===== src/rtl/btn_evt_pkg.sv =====
// Shared constants for the button event queue.
// Register map, event word layout and button codes.
package btn_evt_pkg;

    typedef enum logic [1:0] {
        REG_LEVEL  = 2'd0,
        REG_STATUS = 2'd1,
        REG_EVENT  = 2'd2,
        REG_RSVD   = 2'd3
    } reg_sel_e;

    localparam int EVT_VALID_BIT  = 31;
    localparam int STATUS_OVF_BIT = 8;

    localparam logic BTN1 = 1'b0;
    localparam logic BTN2 = 1'b1;

    function automatic logic [31:0] evt_word(input logic code);
        logic [31:0] w;
        w = 32'h0;
        w[EVT_VALID_BIT] = 1'b1;
        w[0] = code;
        return w;
    endfunction

endpackage


===== src/rtl/btn_debounce.sv =====
// Two-flop synchroniser plus stable-count debouncer for one
// active-low button; pulses press_o on each accepted press.
module btn_debounce #(
    parameter int CNT_W           = 22,
    parameter int DEBOUNCE_CYCLES = 1000000
) (
    input  logic clk_i,
    input  logic rst_ni,
    input  logic btn_ni,
    output logic db_o,
    output logic press_o
);

    localparam logic [CNT_W-1:0] LAST = CNT_W'(DEBOUNCE_CYCLES - 1);

    logic             s1_q;
    logic             s2_q;
    logic             db_q;
    logic             db_d;
    logic [CNT_W-1:0] cnt_q;
    logic [CNT_W-1:0] cnt_d;
    logic             accept;

    assign accept  = (s2_q != db_q) && (cnt_q == LAST);
    assign press_o = accept && !s2_q;
    assign db_o    = db_q;

    always_comb begin
        db_d  = db_q;
        cnt_d = cnt_q + 1'b1;
        if (s2_q == db_q) begin
            cnt_d = '0;
        end else if (accept) begin
            db_d  = s2_q;
            cnt_d = '0;
        end
    end

    always_ff @(posedge clk_i or negedge rst_ni) begin
        if (!rst_ni) begin
            s1_q  <= 1'b1;
            s2_q  <= 1'b1;
            db_q  <= 1'b1;
            cnt_q <= '0;
        end else begin
            s1_q  <= btn_ni;
            s2_q  <= s1_q;
            db_q  <= db_d;
            cnt_q <= cnt_d;
        end
    end

endmodule


===== src/rtl/button_event_queue.sv =====
// Debounced two-button press queue with a memory-mapped read port.
// Presses are latched as pending, pushed one per cycle into a FIFO.
module button_event_queue
    import btn_evt_pkg::*;
#(
    parameter int CNT_W           = 22,
    parameter int DEBOUNCE_CYCLES = 1000000,
    parameter int FIFO_DEPTH      = 4
) (
    input  logic        clk,
    input  logic        rst_n,
    input  logic        btn1_n,
    input  logic        btn2_n,
    input  logic        ren,
    input  logic [31:0] address,
    output logic [31:0] data_out
);

    localparam int AW = $clog2(FIFO_DEPTH);
    localparam int CW = AW + 1;
    localparam logic [CW-1:0] FULL = CW'(FIFO_DEPTH);

    logic [1:0]            db;
    logic [1:0]            press;
    logic [1:0]            pend_q;
    logic [1:0]            pend_d;
    logic [1:0]            pend_clr;
    logic [FIFO_DEPTH-1:0] mem_q;
    logic [AW-1:0]         wr_q;
    logic [AW-1:0]         rd_q;
    logic [CW-1:0]         count_q;
    logic [CW-1:0]         count_d;
    logic                  ovf_q;
    logic                  ovf_d;
    logic [31:0]           data_q;
    logic [31:0]           data_d;
    logic [31:0]           cnt_ext;
    reg_sel_e              sel;
    logic                  push_vld;
    logic                  push_code;
    logic                  push_ok;
    logic                  ovf_evt;
    logic                  pop;
    logic                  unused_addr;

    btn_debounce #(
        .CNT_W          (CNT_W),
        .DEBOUNCE_CYCLES(DEBOUNCE_CYCLES)
    ) u_db1 (
        .clk_i  (clk),
        .rst_ni (rst_n),
        .btn_ni (btn1_n),
        .db_o   (db[0]),
        .press_o(press[0])
    );

    btn_debounce #(
        .CNT_W          (CNT_W),
        .DEBOUNCE_CYCLES(DEBOUNCE_CYCLES)
    ) u_db2 (
        .clk_i  (clk),
        .rst_ni (rst_n),
        .btn_ni (btn2_n),
        .db_o   (db[1]),
        .press_o(press[1])
    );

    assign sel         = reg_sel_e'(address[3:2]);
    assign unused_addr = ^{address[31:4], address[1:0]};
    assign cnt_ext     = 32'(count_q);
    assign data_out    = data_q;

    // btn1 wins the push slot; btn2 stays pending one more cycle
    always_comb begin
        push_vld  = |pend_q;
        push_code = pend_q[0] ? BTN1 : BTN2;
        pend_clr  = pend_q[0] ? 2'b01 : pend_q & 2'b10;
        push_ok   = push_vld && (count_q != FULL);
        ovf_evt   = push_vld && (count_q == FULL);
        pend_d    = (pend_q & ~pend_clr) | press;
        pop       = ren && (sel == REG_EVENT) && (count_q != '0);
    end

    always_comb begin
        count_d = count_q;
        unique case ({push_ok, pop})
            2'b10:   count_d = count_q + 1'b1;
            2'b01:   count_d = count_q - 1'b1;
            default: count_d = count_q;
        endcase
    end

    always_comb begin
        ovf_d = ovf_q;
        if (ren && (sel == REG_STATUS)) ovf_d = 1'b0;
        if (ovf_evt) ovf_d = 1'b1;
    end

    always_comb begin
        data_d = data_q;
        if (ren) begin
            data_d = 32'h0;
            unique case (sel)
                REG_LEVEL: data_d[1:0] = ~db;
                REG_STATUS: begin
                    data_d[STATUS_OVF_BIT] = ovf_q;
                    data_d[2:0]            = cnt_ext[2:0];
                end
                REG_EVENT: begin
                    if (count_q != '0) data_d = evt_word(mem_q[rd_q]);
                end
                default: data_d = 32'h0;
            endcase
        end
    end

    always_ff @(posedge clk or negedge rst_n) begin
        if (!rst_n) begin
            pend_q  <= '0;
            mem_q   <= '0;
            wr_q    <= '0;
            rd_q    <= '0;
            count_q <= '0;
            ovf_q   <= 1'b0;
            data_q  <= 32'h0;
        end else begin
            pend_q  <= pend_d;
            count_q <= count_d;
            ovf_q   <= ovf_d;
            data_q  <= data_d;
            if (push_ok) begin
                mem_q[wr_q] <= push_code;
                wr_q        <= wr_q + 1'b1;
            end
            if (pop) rd_q <= rd_q + 1'b1;
        end
    end

endmodule


===== config.mk =====
export PLATFORM = sky130hd
export DESIGN_NAME = button_event_queue
export DESIGN_NICKNAME = d
export VERILOG_FILES = /design/src/rtl/btn_evt_pkg.sv /design/src/rtl/btn_debounce.sv /design/src/rtl/button_event_queue.sv
export SDC_FILE = /design/constraint.sdc
export NUM_CORES = 1
export LEC_CHECK = 0
export ABC_AREA = 0
export CORE_UTILIZATION = 47
export DETAILED_ROUTE_END_ITERATION = 8
export PLACE_DENSITY = 0.87
export SLEW_MARGIN = 10
export SYNTH_ARGS = -nofsm -noshare
export SYNTH_HDL_FRONTEND = slang
export SYNTH_HIERARCHICAL = 1
export SYNTH_SLANG_ARGS = --single-unit

===== constraint.sdc =====
create_clock -name clk -period 2 [get_ports clk]
set_input_delay 0.4 -clock clk [delete_from_list [all_inputs] [get_ports clk]]
set_output_delay 0.4 -clock clk [all_outputs]
set_load 0.01 [all_outputs]

==> impl_metrics.toml <==
[status]
outcome = "complete, no violations"

[synth]
async_reset_ff_share_pct = 100
synthDistinctLibCells = 51
netlist_top_cells_area = "dfrtp_1 (44%), buf_4 (5.6%), xnor2_1 (5.6%)"
synth_cells = 357
syn_avg_cell_area_um2 = 10.1
yosysSeqAreaShare_pct = 47.9
netlist_top_cells_count = "dfrtp_1 (63), nor2_1 (37), buf_4 (27)"
yosysTopAreaCell = "dfrtp_1"
ys_ff_latch = 69
netlist.area_leader.share_pct = 43.6
syn-cell-area_um2 = 3620
yosysWarnings = 6
ys.flop_type = "dfrtp_1"
synth-edff-count = 0
yosysMostFrequentCell = "dfrtp_1"

[worst_hold_path]
min_path_type = "primary input to asynchronous set/reset pin"

[final_layout]
fin_nets = 458
fin_cells = 517
area_growth_pct = 21.0
fin_util_pct = 59.8
fillers = 602
ff_latch_area_um2 = 1730
antenna_cells = 0
multi_input_area_um2 = 1750
final_layout_size_suffix_gt1_share_pct = 24.2

[power]
total_power_mw = 3.41
power_leakage_nw = 1.93
ir_drop_v = 0.000765
power_density_nw_per_um2 = 779

[grt]
grt_pass1_vias = 2747
grt_antenna_before_repair = 0
overflow = 0
grt_pass1_wl_um = 12000
grt_max_degree = 28
grt.total_usage_pct = 18.3

[timing]
worst_pin_slew_ns = 0.569
max_freq_mhz = 504
rsz0062_at_grt = "true"
final_hold_viol_count = 0
maxSlewViolCount = 0
fin_crit_ns = 1.98
slew_headroom_pct = 62.1
fin_crit_sh_pct = 99.2
fin_skew_ns = 0.00974
setup_violations = 0

[place]
portBuffers = 11
dp_hpwl_um = 4990
placedCellCount = 499
gp_congestion = 0.825

[floorplan]
start_util_pct = 49.4
die_h_um = 89.8
io_pins = 69
dieArea_um2 = 8060
fp.dieW_um = 89.8
core_area_um2 = 7330
rows = 31

[critical_path]
crit_arrival_ns = 2.24
worstPathMaxFanout = 2
timing.rr.end = "count_q[2]$_DFFE_PN0P_"
critPathLaunchType = "flip-flop"
critPathRequiredTime_ns = 2.26
endpoint_kind = "flip-flop"
startpoint = "count_q[1]$_DFFE_PN0P_"
crit_type = "flip-flop to flip-flop"
r2r_start = "count_q[1]$_DFFE_PN0P_"
regToRegSetupSlack_ns = 0.02
ff2ff_path_depth = 9

[route]
drt_pass1_iterations = 4
vias = 2699
routed_wl_um = 6800
viasPerCell = 5.22
drc = 0
wl_per_cell_um = 13.2
drt_iter0_markers = 131
drtAntennaViolNets = 0

[clock_tree]
cts-root-buf = "clkbuf_8"
ctsHoldBuffers = 0
numCtsBuffers = 9
cts_num_sinks = 69
clockBufferDepth = 2
cts_tree = "done"
clock_latency_ns = 0.33
clk_pin_slew_ns = 0.07
htreeDepth = 3

[run]
drv_cap = 0
power by group:
group          switching (mW)  leakage, nW  internal (mW)
Combinational           0.232        0.878          0.223
Sequential             0.0610        0.922           1.48
Clock                   0.487        0.130          0.932
Total                   0.780         1.93           2.63
stage by stage:
stage	cell area [um2]	hold slack, ns	setup TNS [ns]	worst slack, ns
2_1_floorplan	3770	0.104	-0.0723	-0.0723
3_3_place_gp	4070	0.348	-0.362	-0.247
3_5_place_dp	4070	0.349	-0.528	-0.303
4_1_cts	4350	0.0699	0	0.0115
5_1_grt	4380	0.0883	-0.0805	-0.0805
6_report	4380	0.0639	0	0.0168
state kept, by name (all words and copies together) (netlist names), 2 cells and up:
signal and cells:
count_q 3, data_out 5, mem_q 4, pend_q 2, rd_q 2, u_db1/cnt_q 22, u_db2/cnt_q 22, wr_q 2
cell families after synthesis:
logic type,count (synthesis),share of synthesized area (%)
AND/OR/NAND/NOR,140,21.9
multiplexers,8,2.63
flip-flops,69,47.9
AO/OA/AOI/OAI,45,7.74
other,1,0.104
buffers and inverters,54,8.75
adder cells (fa/ha/maj),8,2.97
XOR/XNOR,32,7.95
timing repair:
action                     CTS  global route
resized for setup            4             4
pin swaps                    4             3
setup buffers                1             1
setup endpoints to repair    5            16
area by class of cell:
class                   count  share of cell area, %
repair buffers             56                   10.1
well taps                  99                   2.83
clock inverters             3                   2.06
flip-flops and latches     69                   39.6
clock buffers              13                   3.86
multi-input cells         260                   40.0
inverters                  17                   1.51
worst max-delay path by stage:
stage,end,cells past startpoint
final,count_q[2]$_DFFE_PN0P_,9
after global routing,count_q[2]$_DFFE_PN0P_,9
after CTS,count_q[2]$_DFFE_PN0P_,9
after detailed placement,count_q[2]$_DFFE_PN0P_,9
after global placement,count_q[2]$_DFFE_PN0P_,9
after floorplan,count_q[2]$_DFFE_PN0P_,10
cells in the final DEF, fill, tap and decap left out, drive strengths merged, types with 5 or more instances in the layout:
master	netlist	routed
o21ai	15	15
nand2	19	19
or3	8	8
a21oi	17	17
nand4	12	12
xor2	8	8
conb	1	27
clkdlybuf4s50	0	10
nand3	17	17
mux2i	5	5
or4	10	10
ha	7	7
inv	17	17
clkbuf	5	13
nor2	37	37
xnor2	24	24
nor3	10	10
dfstp	6	6
buf	32	46
dfrtp	63	63
worst max-delay path: stages, from the launching register on:
cell	delay, ns
dfrtp_1	0.39
or3b_4	0.41
and2_4	0.16
inv_4	0.05
ha_4	0.13
inv_2	0.04
fa_2	0.33
xor2_1	0.14
nor2_1	0.13
xor2_1	0.14
routing by layer:
| metal | up-vias | wire length, um | global-route usage, % |
|---|---|---|---|
| met2 | 61 | 3460 | 31.3 |
| met5 | - | 0 | 0 |
| met1 | 1322 | 2980 | 22.4 |
| met4 | 0 | 91 | 6.28 |
| li1 | 1304 | - | - |
| met3 | 12 | 269 | 4.91 |
Power figures use the tool's default switching activity.
